<file path="config.mk">
export PLATFORM = sky130hd
export DESIGN_NAME = sub_32bit_serial_flat
export DESIGN_NICKNAME = d
export VERILOG_FILES = /design/src/rtl/sub_32bit_serial_pkg.sv /design/src/rtl/sub_32bit_serial_if.sv /design/src/rtl/sub_32bit_serial_sub_slice.sv /design/src/rtl/sub_32bit_serial.sv /design/src/flat_wrapper.sv
export SDC_FILE = /design/constraint.sdc
export NUM_CORES = 1
export LEC_CHECK = 0
export ABC_AREA = 1
export ABC_CLOCK_PERIOD_IN_PS = 4000
export BUFFER_PORTS_ARGS = -buffer_cell sky130_fd_sc_hd__buf_2
export CAP_MARGIN = 20
export CORE_UTILIZATION = 40
export CTS_BUF_LIST = sky130_fd_sc_hd__clkbuf_16
export DETAILED_ROUTE_END_ITERATION = 8
export HOLD_SLACK_MARGIN = 0.08
export SLEW_MARGIN = 20
export SYNTH_ARGS = -nofsm -noshare
export SYNTH_HDL_FRONTEND = slang
export SYNTH_HIERARCHICAL = 1
export SYNTH_SLANG_ARGS = --single-unit
</file>
<file path="constraint.sdc">
create_clock -name clk -period 4 [get_ports clk]
set_input_delay 0.4 -clock clk [delete_from_list [all_inputs] [get_ports clk]]
set_output_delay 0.4 -clock clk [all_outputs]
set_load 0.02 [all_outputs]
</file>
<file path="src/rtl/sub_32bit_serial_pkg.sv">
// Shared constants, state encoding and parameter checks for the serial subtractor.
package sub_32bit_serial_pkg;

    localparam int unsigned WordW = 32;
    localparam int unsigned IdxW  = $clog2(WordW);

    typedef enum logic [1:0] {
        StIdle = 2'd0,
        StRun  = 2'd1,
        StDone = 2'd2
    } state_e;

    // Slice width must divide the word into a power-of-two number of slices.
    function automatic bit slice_w_legal(input int unsigned slice_w);
        return (slice_w == 1) || (slice_w == 2) || (slice_w == 4) ||
               (slice_w == 8) || (slice_w == 16) || (slice_w == 32);
    endfunction

    // Slice counter width: log2(slice count), never narrower than one bit.
    function automatic int unsigned cnt_width(input int unsigned slice_w);
        int unsigned n;
        n = WordW / slice_w;
        return (n > 1) ? $clog2(n) : 1;
    endfunction

endpackage

</file>
<file path="src/rtl/sub_32bit_serial_if.sv">
// Request/response bundle between a requester and the serial subtractor.
interface sub_32bit_serial_if
    import sub_32bit_serial_pkg::*;
();
    logic             start;
    logic [WordW-1:0] x;
    logic [WordW-1:0] y;
    logic             b_in;
    logic [WordW-1:0] z;
    logic             b_out;
    logic             v;
    logic             busy;
    logic             done;

    modport master (
        output start, x, y, b_in,
        input  z, b_out, v, busy, done
    );

    modport slave (
        input  start, x, y, b_in,
        output z, b_out, v, busy, done
    );
endinterface

</file>
<file path="src/rtl/sub_32bit_serial_sub_slice.sv">
// Combinational WIDTH-bit subtract with borrow-in and borrow-out.
module sub_slice #(
    parameter int unsigned WIDTH = 8
) (
    input  logic [WIDTH-1:0] a,
    input  logic [WIDTH-1:0] b,
    input  logic             b_in,
    output logic [WIDTH-1:0] d,
    output logic             b_out
);
    localparam int unsigned ExtW = WIDTH + 1;

    logic [ExtW-1:0] ext;

    // Zero-extended difference; the extra top bit goes high exactly when a < b + b_in.
    always_comb begin
        ext   = {1'b0, a} - {1'b0, b} - ExtW'(b_in);
        d     = ext[WIDTH-1:0];
        b_out = ext[WIDTH];
    end
endmodule

</file>
<file path="src/rtl/sub_32bit_serial.sv">
// Multi-cycle 32-bit subtractor: one SLICE_W-bit slice per clock through a single slice unit.
module sub_32bit_serial
    import sub_32bit_serial_pkg::*;
#(
    parameter int unsigned SLICE_W = 8
) (
    input  logic                clk,
    input  logic                rst,
    sub_32bit_serial_if.slave   bus
);
    localparam int unsigned  NSlice = WordW / SLICE_W;
    localparam int unsigned  CntW   = cnt_width(SLICE_W);
    localparam logic [CntW-1:0] LastK = CntW'(NSlice - 1);

    if (!slice_w_legal(SLICE_W)) begin : g_bad_slice_w
        $error("SLICE_W must be one of 1, 2, 4, 8, 16, 32");
    end

    state_e           state_q, state_d;
    logic             busy, done;

    logic [WordW-1:0] x_q, y_q, diff_q, diff_d, z_q;
    logic             borrow_q, b_out_q, v_q;
    logic [CntW-1:0]  k_q;
    logic [IdxW-1:0]  base_idx;

    logic [SLICE_W-1:0] x_slice, y_slice, slice_d;
    logic               slice_bout;

    // State register.
    always_ff @(posedge clk or posedge rst) begin
        if (rst) begin
            state_q <= StIdle;
        end else begin
            state_q <= state_d;
        end
    end

    // Next-state logic; START only matters in idle.
    always_comb begin
        state_d = state_q;
        unique case (state_q)
            StIdle:  if (bus.start) state_d = StRun;
            StRun:   if (k_q == LastK) state_d = StDone;
            StDone:  state_d = StIdle;
            default: state_d = StIdle;
        endcase
    end

    // FSM outputs.
    always_comb begin
        busy = 1'b0;
        done = 1'b0;
        unique case (state_q)
            StIdle:  ;
            StRun:   busy = 1'b1;
            StDone: begin
                busy = 1'b1;
                done = 1'b1;
            end
            default: ;
        endcase
    end

    // Select the current slice of both operands.
    always_comb begin
        base_idx = IdxW'(k_q * SLICE_W);
        x_slice  = x_q[base_idx +: SLICE_W];
        y_slice  = y_q[base_idx +: SLICE_W];
    end

    sub_slice #(
        .WIDTH (SLICE_W)
    ) u_slice (
        .a     (x_slice),
        .b     (y_slice),
        .b_in  (borrow_q),
        .d     (slice_d),
        .b_out (slice_bout)
    );

    // Partial difference with the current slice merged in; the full word on the last slice.
    always_comb begin
        diff_d = diff_q;
        diff_d[base_idx +: SLICE_W] = slice_d;
    end

    // Operand capture, per-slice accumulation and result publication.
    always_ff @(posedge clk or posedge rst) begin
        if (rst) begin
            x_q      <= '0;
            y_q      <= '0;
            diff_q   <= '0;
            borrow_q <= 1'b0;
            k_q      <= '0;
            z_q      <= '0;
            b_out_q  <= 1'b0;
            v_q      <= 1'b0;
        end else begin
            unique case (state_q)
                StIdle: begin
                    if (bus.start) begin
                        x_q      <= bus.x;
                        y_q      <= bus.y;
                        borrow_q <= bus.b_in;
                        diff_q   <= '0;
                        k_q      <= '0;
                    end
                end
                StRun: begin
                    diff_q   <= diff_d;
                    borrow_q <= slice_bout;
                    k_q      <= k_q + CntW'(1);
                    if (k_q == LastK) begin
                        z_q     <= diff_d;
                        b_out_q <= slice_bout;
                        // Signed overflow: operand signs differ and result sign left the minuend's.
                        v_q     <= (x_q[WordW-1] ^ y_q[WordW-1]) &
                                   (diff_d[WordW-1] ^ x_q[WordW-1]);
                    end
                end
                default: ;
            endcase
        end
    end

    assign bus.z     = z_q;
    assign bus.b_out = b_out_q;
    assign bus.v     = v_q;
    assign bus.busy  = busy;
    assign bus.done  = done;

endmodule
</file>
<file path="src/flat_wrapper.sv">
// flat-port wrapper written by rule: the top's interface ports become plain ports
module sub_32bit_serial_flat import sub_32bit_serial_pkg::*;
#(
    parameter int unsigned SLICE_W = 8
)
  (clk, rst, bus_start, bus_x, bus_y, bus_b_in, bus_z, bus_b_out, bus_v, bus_busy, bus_done);
  sub_32bit_serial_if bus_i ();
  input  logic clk;
  input  logic rst;
  input wire logic [$bits(bus_i.start)-1:0] bus_start;
  input wire logic [$bits(bus_i.x)-1:0] bus_x;
  input wire logic [$bits(bus_i.y)-1:0] bus_y;
  input wire logic [$bits(bus_i.b_in)-1:0] bus_b_in;
  output wire logic [$bits(bus_i.z)-1:0] bus_z;
  output wire logic [$bits(bus_i.b_out)-1:0] bus_b_out;
  output wire logic [$bits(bus_i.v)-1:0] bus_v;
  output wire logic [$bits(bus_i.busy)-1:0] bus_busy;
  output wire logic [$bits(bus_i.done)-1:0] bus_done;
  assign bus_i.start = bus_start;
  assign bus_i.x = bus_x;
  assign bus_i.y = bus_y;
  assign bus_i.b_in = bus_b_in;
  assign bus_z = bus_i.z;
  assign bus_b_out = bus_i.b_out;
  assign bus_v = bus_i.v;
  assign bus_busy = bus_i.busy;
  assign bus_done = bus_i.done;
  sub_32bit_serial #(.SLICE_W(SLICE_W)) u_core (.clk(clk), .rst(rst), .bus(bus_i));
endmodule
</file>
; Word level (Yosys, flattened, before mapping)
; Index checks and enable logic that the tools add are counted.
[word_totals]
input_bits = 68
latch_bits = 0
mem_bits_ro = 0
wordCells = 44
mem_count = 0
mem_bits_rw = 0
register_bits = 135
out_inout_bits = 36
[op_classes]
magnitude_cmp = 0
n_eq_ne = 5
n_mul = 0
n_shift = 4
muxes = 12
reduce_logical = 7
div = 0
addsub = 4
bitwise = 3
[op_table]
columns = operator, count
row1 = case mux 32 bit (2 select lines), 1
row2 = variable part select 32 x 6 -> 8 bit, 2
row3 = bitwise mux 32 bit, 1
row4 = two-way mux 32 bit, 1
row5 = "variable shift 8 x 7 -> 32 bit, first input constant", 1
row6 = variable part select 8 x 7 -> 32 bit, 1
row7 = subtractor 8 x 8 -> 9 bit, 1
row8 = subtractor 9 x 1 -> 9 bit, 1
row9 = case mux 2 bit (2 select lines), 2
row10 = AND reduction 2 bit, 4
row11 = negator 5 -> 7 bit, 1
row12 = two-way mux 2 bit, 3
row13 = "equality test 2 bit, second input constant", 2
row14 = two-way mux 1 bit, 3
row15 = "adder 2 x 1 -> 2 bit, second input constant", 1
row16 = "equality test 2 x 1 -> 1 bit, second input constant", 1
row17 = zero test 2 bit, 1
row18 = "inequality test 2 x 1 -> 1 bit, second input constant", 1
row19 = "inequality test 2 bit, second input constant", 1
row20 = case mux 1 bit (2 select lines), 1
row21 = nonzero test 2 bit, 1
row22 = OR reduction 2 bit, 1
row23 = bitwise XOR 1 bit, 2
row24 = bitwise AND 1 bit, 1

; Logic depth before layout (Yosys ltp)
; Gate-level depths: netlist of run 1.
[logic_depth]
ltp_word = 7
mapped_depth = 22
ltp_nobuf = 20

; By module
; The synthesis of run 1 kept the hierarchy.
[by_module_without_submodules]
columns = module, seq_area_each_um2, area_each_um2, cells_each, instances
row1 = sub_32bit_serial, 3378.2, 6150.9, 772, 1
row2 = sub_slice, 0.0, 568.0, 99, 1

; Worst setup path before layout of run 1
; Ideal clock, no wire load.
[synth_timing]
kind = register to register
from = register u_core.k_q[0]
to = register u_core.diff_q[14]
t_arrival_ns = 2.798
period_less_slack_ns = 2.874
t_required_ns = 3.924
path_stages_with_launch = 20
setup_ns = 0.076
slack_ns = 1.126
path_buffers = 2
path_cell_list = dfrtp_1 -> buf_4 -> inv_2 -> clkbuf_1 -> o21ai_0 -> o22ai_1 -> inv_1 -> fa_1 -> fa_1 -> inv_1 -> nand2_1 -> nand2_1 -> nand2_2 -> nand2_1 -> nand3_1 -> nand2_1 -> nand3_1 -> o22ai_1 -> nand2_1 -> o21ai_1
[synth_via]
elab_chain_len = 6
elab_cells_between_ends = 9
classes_between = add/sub: 3 / shift: 4 / mux: 2
[synth_lines]
columns = item, line_no
row1 = "start, declared", sub_32bit_serial.sv:24  ; logic [CntW-1:0] k_q;
row2 = "start signal, assigned", sub_32bit_serial.sv:113  ; k_q <= k_q + CntW'(1);
row3 = variable part select 32 x 6 -> 8 bit, sub_32bit_serial.sv:69  ; y_slice = y_q[base_idx +: SLICE_W];
row4 = via u_core.y_slice[0], sub_32bit_serial.sv:27  ; logic [SLICE_W-1:0] x_slice, y_slice, slice_d;
row5 = subtractor 8 x 8 -> 9 bit, sub_32bit_serial_sub_slice.sv:17  ; ext = {1'b0, a} - {1'b0, b} - ExtW'(b_in);
row6 = subtractor 9 x 1 -> 9 bit, sub_32bit_serial_sub_slice.sv:17
row7 = via u_core.slice_d[6], sub_32bit_serial.sv:27
row8 = variable part select 8 x 7 -> 32 bit, sub_32bit_serial.sv:85  ; diff_d[base_idx +: SLICE_W] = slice_d;
row9 = bitwise mux 32 bit, sub_32bit_serial.sv:85
row10 = case mux 32 bit (2 select lines), sub_32bit_serial.sv:100  ; unique case (state_q)
row11 = "end signal, assigned", sub_32bit_serial.sv:111  ; diff_q <= diff_d;
row12 = "end, declared", sub_32bit_serial.sv:22  ; logic [WordW-1:0] x_q, y_q, diff_q, diff_d, z_q;
; The timed path passes the listed nets, and every way through them passes these cells.
; A chain may end at the register's enable or synchronous reset.

; Final worst setup path of run 1
[layout_timing]
from = register u_core.k_q[1]
to = register u_core.diff_q[28]
; The elaborated chain is that of the path after synthesis.

==> metrics.md, run 1 <==
| Metric | Value |
|---|---|
| Pwr Total | `7.83 mW` |
| Final setup viols | `0` |
| Vias per Instance | `4.80` |
| Num ports | `104` |
| Crit end category | `flip-flop` |
| Mapped Nets | `964` |
| RSZ-0062 raised after global routing | `no` |
| Setup TNS | `0 ps` |
| FF-to-FF Start | `u_core/k_q[1]` |
| P_leak | `4.39 nW` |
| Arr. time, crit path | `3590 ps` |
| DRT iter0 DRCs | `431` |
| DR WL/cell | `14.0 um` |
| Most common cell in the netlist | `nand2_1` |
| Top FF cell, synth | `dfrtp_1` |
| Die Width | `132 um` |
| DRT antenna net count | `0` |
| Row count | `47` |
| Tcrit/Tclk final | `0.812` |
| Placed wire-length estimate | `11,200 um` |
| Fill count | `1,737` |
| Reg2Reg Capture Point | `u_core/diff_q[28]` |
| Antenna Cells | `0` |
| Worst skew pair latency | `420 ps` |
| TritonCTS sink count | `135` |
| Seq/Total Area, Yosys | `0.503` |
| Max-Cap Viols | `0` |
| Async SR Flop Fraction | `1.00` |
| Max Fclk | `0.308 GHz` |
| Post-CTS Hold Fix Bufs | `0` |
| Root buffer cell | `clkbuf_16` |
| Post-synth top area cell | `dfrtp_1` |
| H-tree Lvls | `4` |
| Initial Util | `0.408` |
| Pins Over Slew Limit | `0` |
| Yosys synthesis warning count | `6` |
| Synth-to-Final Area Change | `18.4%` |
| Initial antenna violation count | `0` |
| Reg2reg setup slack | `750 ps` |
| Core area | `0.0165 mm2` |
| #FFs+latches synth | `135` |
| Nets@finish | `1,053` |
| Clock skew | `8.47 ps` |
| Post-Syn Area | `0.00672 mm2` |
| Clock transition at path regs | `60 ps` |
| Post-CTS sizing | `0` |
| GRT Residual Overflow | `0` |
| Minimum clock period | `3250 ps` |
| CTS max path bufs | `2` |
| DR DRC count | `0` |
| Yosys cell types | `24` |
| Port bufs | `103` |
| Mean Syn Cell Area | `7.71 um2` |
| Dominant cells by area after synthesis | `dfrtp_1 50%, nand2_1 23%, inv_1 4.4%, ha_1 4.3%, o22ai_1 3.7%` |
| Placed cells | `1,161` |
| CTS tree | `yes` |
| Layout Cells excl Fill | `1,193` |
| Die Ht | `132 um` |
| Final hold vios | `0` |
| Number of flops mapped to enable cells by yosys | `0` |
| Vias in the first global route | `5,592` |
| WS Path Type | `reg2reg` |
| Reg2Reg Depth | `15` |
| GP Congestion | `0.835` |
| Crit-path max FO | `20` |
| PD cells | `984 mW/mm2` |
| Worst Path Required | `4350 ps` |
| First-pass GRT wire length | `27,900 um` |
| DR vias | `5,722` |
| Total track usage | `0.203` |
| Slew HR | `0.354` |
| Post-Synthesis Cells | `871` |
| Status | `completed` |
| Die Area | `0.0173 mm2` |
| Layout cells sized above 1 | `0.162` |
| Pre-Repair DR Iteration Count | `5` |
| Post-synth top cells | `408 x nand2_1, 135 x dfrtp_1, 79 x inv_1` |
| Final WL | `16,700 um` |
| Actual slew at the worst max-slew pin | `969 ps` |
| Postcts setup bufs | `0` |
| Worst IR drop on VDD | `0.650 mV` |
| Largest net degree at the start of global routing | `94` |
| CP Launch Type | `flip-flop` |
| CTS buffer count | `17` |
| HP Class | `in2async` |
| Top cell type's share of synthesized area | `0.503` |
cell usage in the layout (no fill, tap or decap):
cell type	Yosys	routed
nand2_1	408	408
dfrtp_1	135	135
buf_2	17	103
inv_1	79	79
o21ai_0	44	44
nor2_1	41	41
o22ai_1	40	40
ha_1	23	23
o21ai_1	20	20
clkbuf_16	0	17
nand3_1	14	14
inv_2	8	8
buf_4	8	6
clkinv_2	0	5
clkinvlp_4	0	4
nand2_2	4	4
bufinv_16	0	3
xor2_1	3	3
clkinv_4	0	2
nand4_4	2	2
a31oi_1	2	2
a21oi_2	2	2
fa_1	2	2
clkinv_1	0	1
or2_1	1	1
o21bai_1	1	1
buf_12	0	1
nand3b_1	1	1
nor2_2	1	1
per-stage QoR:
step	area [um2]	hold slack (ps)	worst slack [ps]	util
after floorplan	6720	444	1130	-
after global placement	7370	458	872	0.448
after detailed placement	7370	460	794	0.448
after CTS	7960	162	775	0.483
after global routing	7960	166	306	0.483
final	7960	162	754	0.483
metal layers:
metal  up-vias  GRT usage  routed length (um)
met1      2670      0.282                8010
li1       2892          -                   -
met4         0     0.0730                 301
met5         -          0                   0
met2       139      0.315                7690
met3        21     0.0421                 667
report_power, final:
group	internal, mW	switching [mW]
Clock	0.969	0.597
Sequential	1.80	0.262
Combinational	1.34	2.85
Total	4.11	3.71
layout make-up:
cell class	instances	area [um2]	share of cell area
Clock buffer	17	425	0.0535
Clock inverter	15	163	0.0204
Inverter	87	330	0.0415
Multi-Input combinational cell	609	2810	0.353
Sequential cell	135	3380	0.425
Tap cell	220	275	0.0346
Timing Repair Buffer	110	581	0.0730
flip-flops by register name, indices dropped and copies added (netlist names):
signal	count
u_core/k_q	2
u_core/state_q	2
u_core/bus.v	1
u_core/y_q	32
u_core/x_q	32
u_core/bus.z	32
u_core/bus.b_out	1
u_core/borrow_q	1
u_core/diff_q	32
how the worst max path moves through the flow:
stage | start | to | slack [ps]
2_1_floorplan | u_core/k_q[0] | u_core/diff_q[14] | 1130
3_3_place_gp | u_core/k_q[1] | u_core/bus.z[28] | 870
3_5_place_dp | u_core/k_q[1] | u_core/diff_q[28] | 790
4_1_cts | u_core/k_q[1] | u_core/diff_q[28] | 770
5_1_grt | u_core/k_q[1] | u_core/diff_q[28] | 310
6_report | u_core/k_q[1] | u_core/diff_q[28] | 750
critical path: stages, from the launching register on:
cell and delay (ps):
dfrtp_1 370, inv_1 420, o21ai_0 180, o22ai_1 150, inv_1 70, fa_1 440
fa_1 400, inv_1 60, nand2_1 60, nand2_1 70, nand2_2 80, xor2_1 330
nand3_1 170, o22ai_1 220, nand2_1 70, o21ai_1 100
cell families (layout without fill, tap and decap cells):
kind of cell / after synthesis / in the layout / synth area share
and+or+nand+nor: 472 / 472 / 0.274
buffers and inverters: 127 / 229 / 0.0797
DFF: 135 / 135 / 0.503
xor gates and xnor gates: 3 / 3 / 0.00391
adders and majority gates: 25 / 25 / 0.0488
AOI/OAI and AO/OA: 109 / 109 / 0.0905
(Power assumes the default switching activity.)
==> run 2: changes to the inputs <==
--- a/config.mk
+++ b/config.mk
@@ -6,7 +6,7 @@
 export NUM_CORES = 1
 export LEC_CHECK = 0
 export ABC_AREA = 1
-export ABC_CLOCK_PERIOD_IN_PS = 4000
+export ABC_CLOCK_PERIOD_IN_PS = 3200
 export BUFFER_PORTS_ARGS = -buffer_cell sky130_fd_sc_hd__buf_2
 export CAP_MARGIN = 20
 export CORE_UTILIZATION = 40
==> constraint.sdc (replaced) <==
create_clock -name clk -period 3.2 [get_ports clk]
set_input_delay 0.32 -clock clk [delete_from_list [all_inputs] [get_ports clk]]
set_output_delay 0.32 -clock clk [all_outputs]
set_load 0.02 [all_outputs]
==> run 2 against run 1 <==
Net effect: flip-flop and latch count unchanged; sequential share of layout area fell by 1.2 points; global-route usage grew 0.60 points; count of clock-buffer cells in the layout is the same; wire length up 1.3%; sequential power rose by 26%; clock skew decreased by 1.0 ps; clock power increased by 22%; die area unchanged; critical endpoint is now u_core/diff_q[12].
==> metrics.md, run 2 (synthesis gave the netlist of run 1 again) <==
| Metric | Value |
|---|---|
| Layout Cells excl Fill | `1,217 (+2.0%)` |
| PD cells | `1220 mW/mm2 (+24%)` |
| CTS tree | `yes` |
| Total track usage | `0.209 (+0.00596)` |
| Setup TNS | `0 ps (unchanged)` |
| Combinational fraction of design power | `0.548 (+0.012)` |
| Worst skew pair latency | `430 ps (about the same)` |
| Status | `completed` |
| Synth-to-Final Area Change | `21.9%` |
| Crit end category | `flip-flop` |
| Critical path buffers and inverters | `2 (-1)` |
| Actual slew at the worst max-slew pin | `961 ps (-7.76 ps)` |
| HP Class | `in2reg` |
| Seq pwr share | `0.260 (-0.004)` |
| Die Width | `132 um (unchanged)` |
| Crit-path slowest cell | `fa_1` |
| TritonCTS sink count | `135 (unchanged)` |
| CP Launch Type | `flip-flop` |
| Minimum clock period | `3000 ps (-242 ps)` |
| Post-DP Area | `0.00744 mm2 (+0.92%)` |
| Design Area, Final | `0.00819 mm2 (+2.9%)` |
| Root buffer cell | `clkbuf_16` |
| RSZ-0062 raised after global routing | `yes` |
| Worst IR drop on VDD | `0.666 mV (+2.4%)` |
| Row count | `47 (unchanged)` |
| Tcrit/Tclk final | `0.939 (+0.127)` |
| Clock skew | `7.45 ps (-1.01 ps)` |
| P_sw | `4.75 mW (+28%)` |
| Biggest cell delay along the critical path | `480 ps (+40 ps)` |
| Worst Path Required | `3550 ps (-800 ps)` |
| DR WL/cell | `13.9 um (-0.70%)` |
| Final core occ | `0.497 (+0.0141)` |
| Pre-Repair DR Iteration Count | `6 (+1)` |
| CTS max path bufs | `2 (unchanged)` |
| Arr. time, crit path | `3360 ps (-230 ps)` |
| Reg2Reg Depth | `14 (-1)` |
| Most frequent CP cell | `nand2_1` |
| Internal power | `5.22 mW (+27%)` |
| Worst path depth | `14 (-1)` |
| Initial antenna violation count | `0 (unchanged)` |
| P_leak | `4.49 nW (+2.2%)` |
| GRT Residual Overflow | `0 (unchanged)` |
| Commonest non-fill, non-tap cell in the layout | `nand2_1` |
| Clock transition at path regs | `60 ps (about the same)` |
| Placed cells | `1,170 (+0.78%)` |
| Num ports | `104 (unchanged)` |
| Placed wire-length estimate | `11,500 um (+2.8%)` |
| Die Area | `0.0173 mm2 (unchanged)` |
| Post-Place Worst Slack | `220 ps (-574 ps)` |
| First-pass GRT wire length | `28,600 um (+2.8%)` |
| Vias in the first global route | `5,794 (+3.6%)` |
| Core area | `0.0165 mm2 (unchanged)` |
| Cell chain of the critical path | `buf_6 > o21ai_0 > o22ai_1 > fa_1 > fa_1 > inv_1 > nand2_1 > nand2_1 > nand2_2 > xor2_1 > nand3_1 > o22ai_1 > nand2_1 > o21ai_1` |
| Nets@finish | `1,077 (+2.3%)` |
| Net Sw Frac | `0.476 (+0.00162)` |
| Largest net degree at the start of global routing | `67 (-29%)` |
| Die Ht | `132 um (unchanged)` |
| Pwr Total | `9.97 mW (+27%)` |
| Layout cells sized above 1 | `0.172 (+0.00913)` |
| H-tree Lvls | `4 (unchanged)` |
| DRT iter0 DRCs | `290 (-33%)` |
| Max-Cap Viols | `0 (unchanged)` |
| Crit-path max FO | `24 (+20%)` |
| Port bufs | `103 (unchanged)` |
| Hold slack | `89.4 ps (-72.8 ps)` |
| Hold Path Stages | `3` |
| Final WL | `16,900 um (+1.3%)` |
| WS Path Type | `reg2reg` |
| Vias per Instance | `4.81 (+0.19%)` |
| GP Congestion | `0.825 (-1.2%)` |
| DR vias | `5,848 (+2.2%)` |
| DR DRC count | `0 (unchanged)` |
| Initial Util | `0.408 (unchanged)` |
| Final hold vios | `0 (unchanged)` |
| Final worst slack | `195 ps (-558 ps)` |
| DRT antenna net count | `0 (unchanged)` |
| Top Family by Delay on Critical Path | `adder cells` |
| Antenna Cells | `0 (unchanged)` |
| Slew HR | `0.359 (+0.00517)` |
| Max Fclk | `0.333 GHz (+8.0%)` |
| Final setup viols | `0 (unchanged)` |
| Commonest cells after routing, fill and taps aside | `408 x nand2_1, 135 x dfrtp_1, 103 x buf_2, 77 x inv_1, 44 x o21ai_0` |
| CTS buffer count | `17 (unchanged)` |
| Clock share of power | `0.193 (-0.007)` |
| Pins Over Slew Limit | `0 (unchanged)` |
-- run 2: changes by cell type in the layout (fill, tap and decap cells not counted), sizes merged --
cell         previous run  this run
bufinv                  3         2
dlygate4sd3             0        15
inv                    87        89
clkinv                  8         6
buf                   110       119
clkinvlp                4         5
-- run 2: what timing repair did --
action,CTS,global route
endpoints found under the setup margin,0,11
gates resized for setup,0,6
hold endpoints to repair,35,0
hold buffers,15,0
buffers inserted,0,0
-- run 2: power by group through the flow --
| stage | logic [mW] | clock network (mW) | registers [mW] |
|---|---|---|---|
| detailed placement | 5.41 | 0 | 2.60 |
| finish | 5.46 | 1.92 | 2.59 |
| CTS | 5.48 | 1.96 | 2.58 |
| global placement | 5.33 | 0 | 2.60 |
| floorplan | 3.85 | 0 | 2.59 |
| global route | 6.23 | 2.03 | 2.65 |
-- run 2: worst paths after layout --
kind / startpoint / slack, ps / end
min: bus_x[24] / 90 / u_core/x_q[24]
min reg2reg: u_core/bus.z[5] / 470 / u_core/bus.z[5]
max in group asynchronous: rst / 1940 / u_core/x_q[6]
min in group asynchronous: rst / 510 / u_core/borrow_q
max reg2reg: u_core/k_q[0] / 200 / u_core/diff_q[12]
max: u_core/k_q[0] / 200 / u_core/diff_q[12]
-- run 2: metal layers --
| metal | track usage | up-vias | wire [um] |
|---|---|---|---|
| li1 | - | 2936 | - |
| met1 | 0.274 | 2744 | 7880 |
| met2 | 0.340 | 149 | 7980 |
| met3 | 0.0498 | 19 | 692 |
| met4 | 0.0698 | 0 | 329 |
| met5 | 0 | - | 0 |
-- run 2: cell type report --
type                       instances  area, um2
clock buffer                      17        425
sequential                       135       3380
fill                            1668       8280
timing repair buffer             134        810
inverter                          87        330
multi-input combinational        609       2820
clock inverter                    15        153
tap                              220        275
-- run 2: worst min-delay path, delay by kind of cell --
kind / cells / cell delay, ps
AND/OR/NAND/NOR: 2 / 90
buffers and inverters: 1 / 70
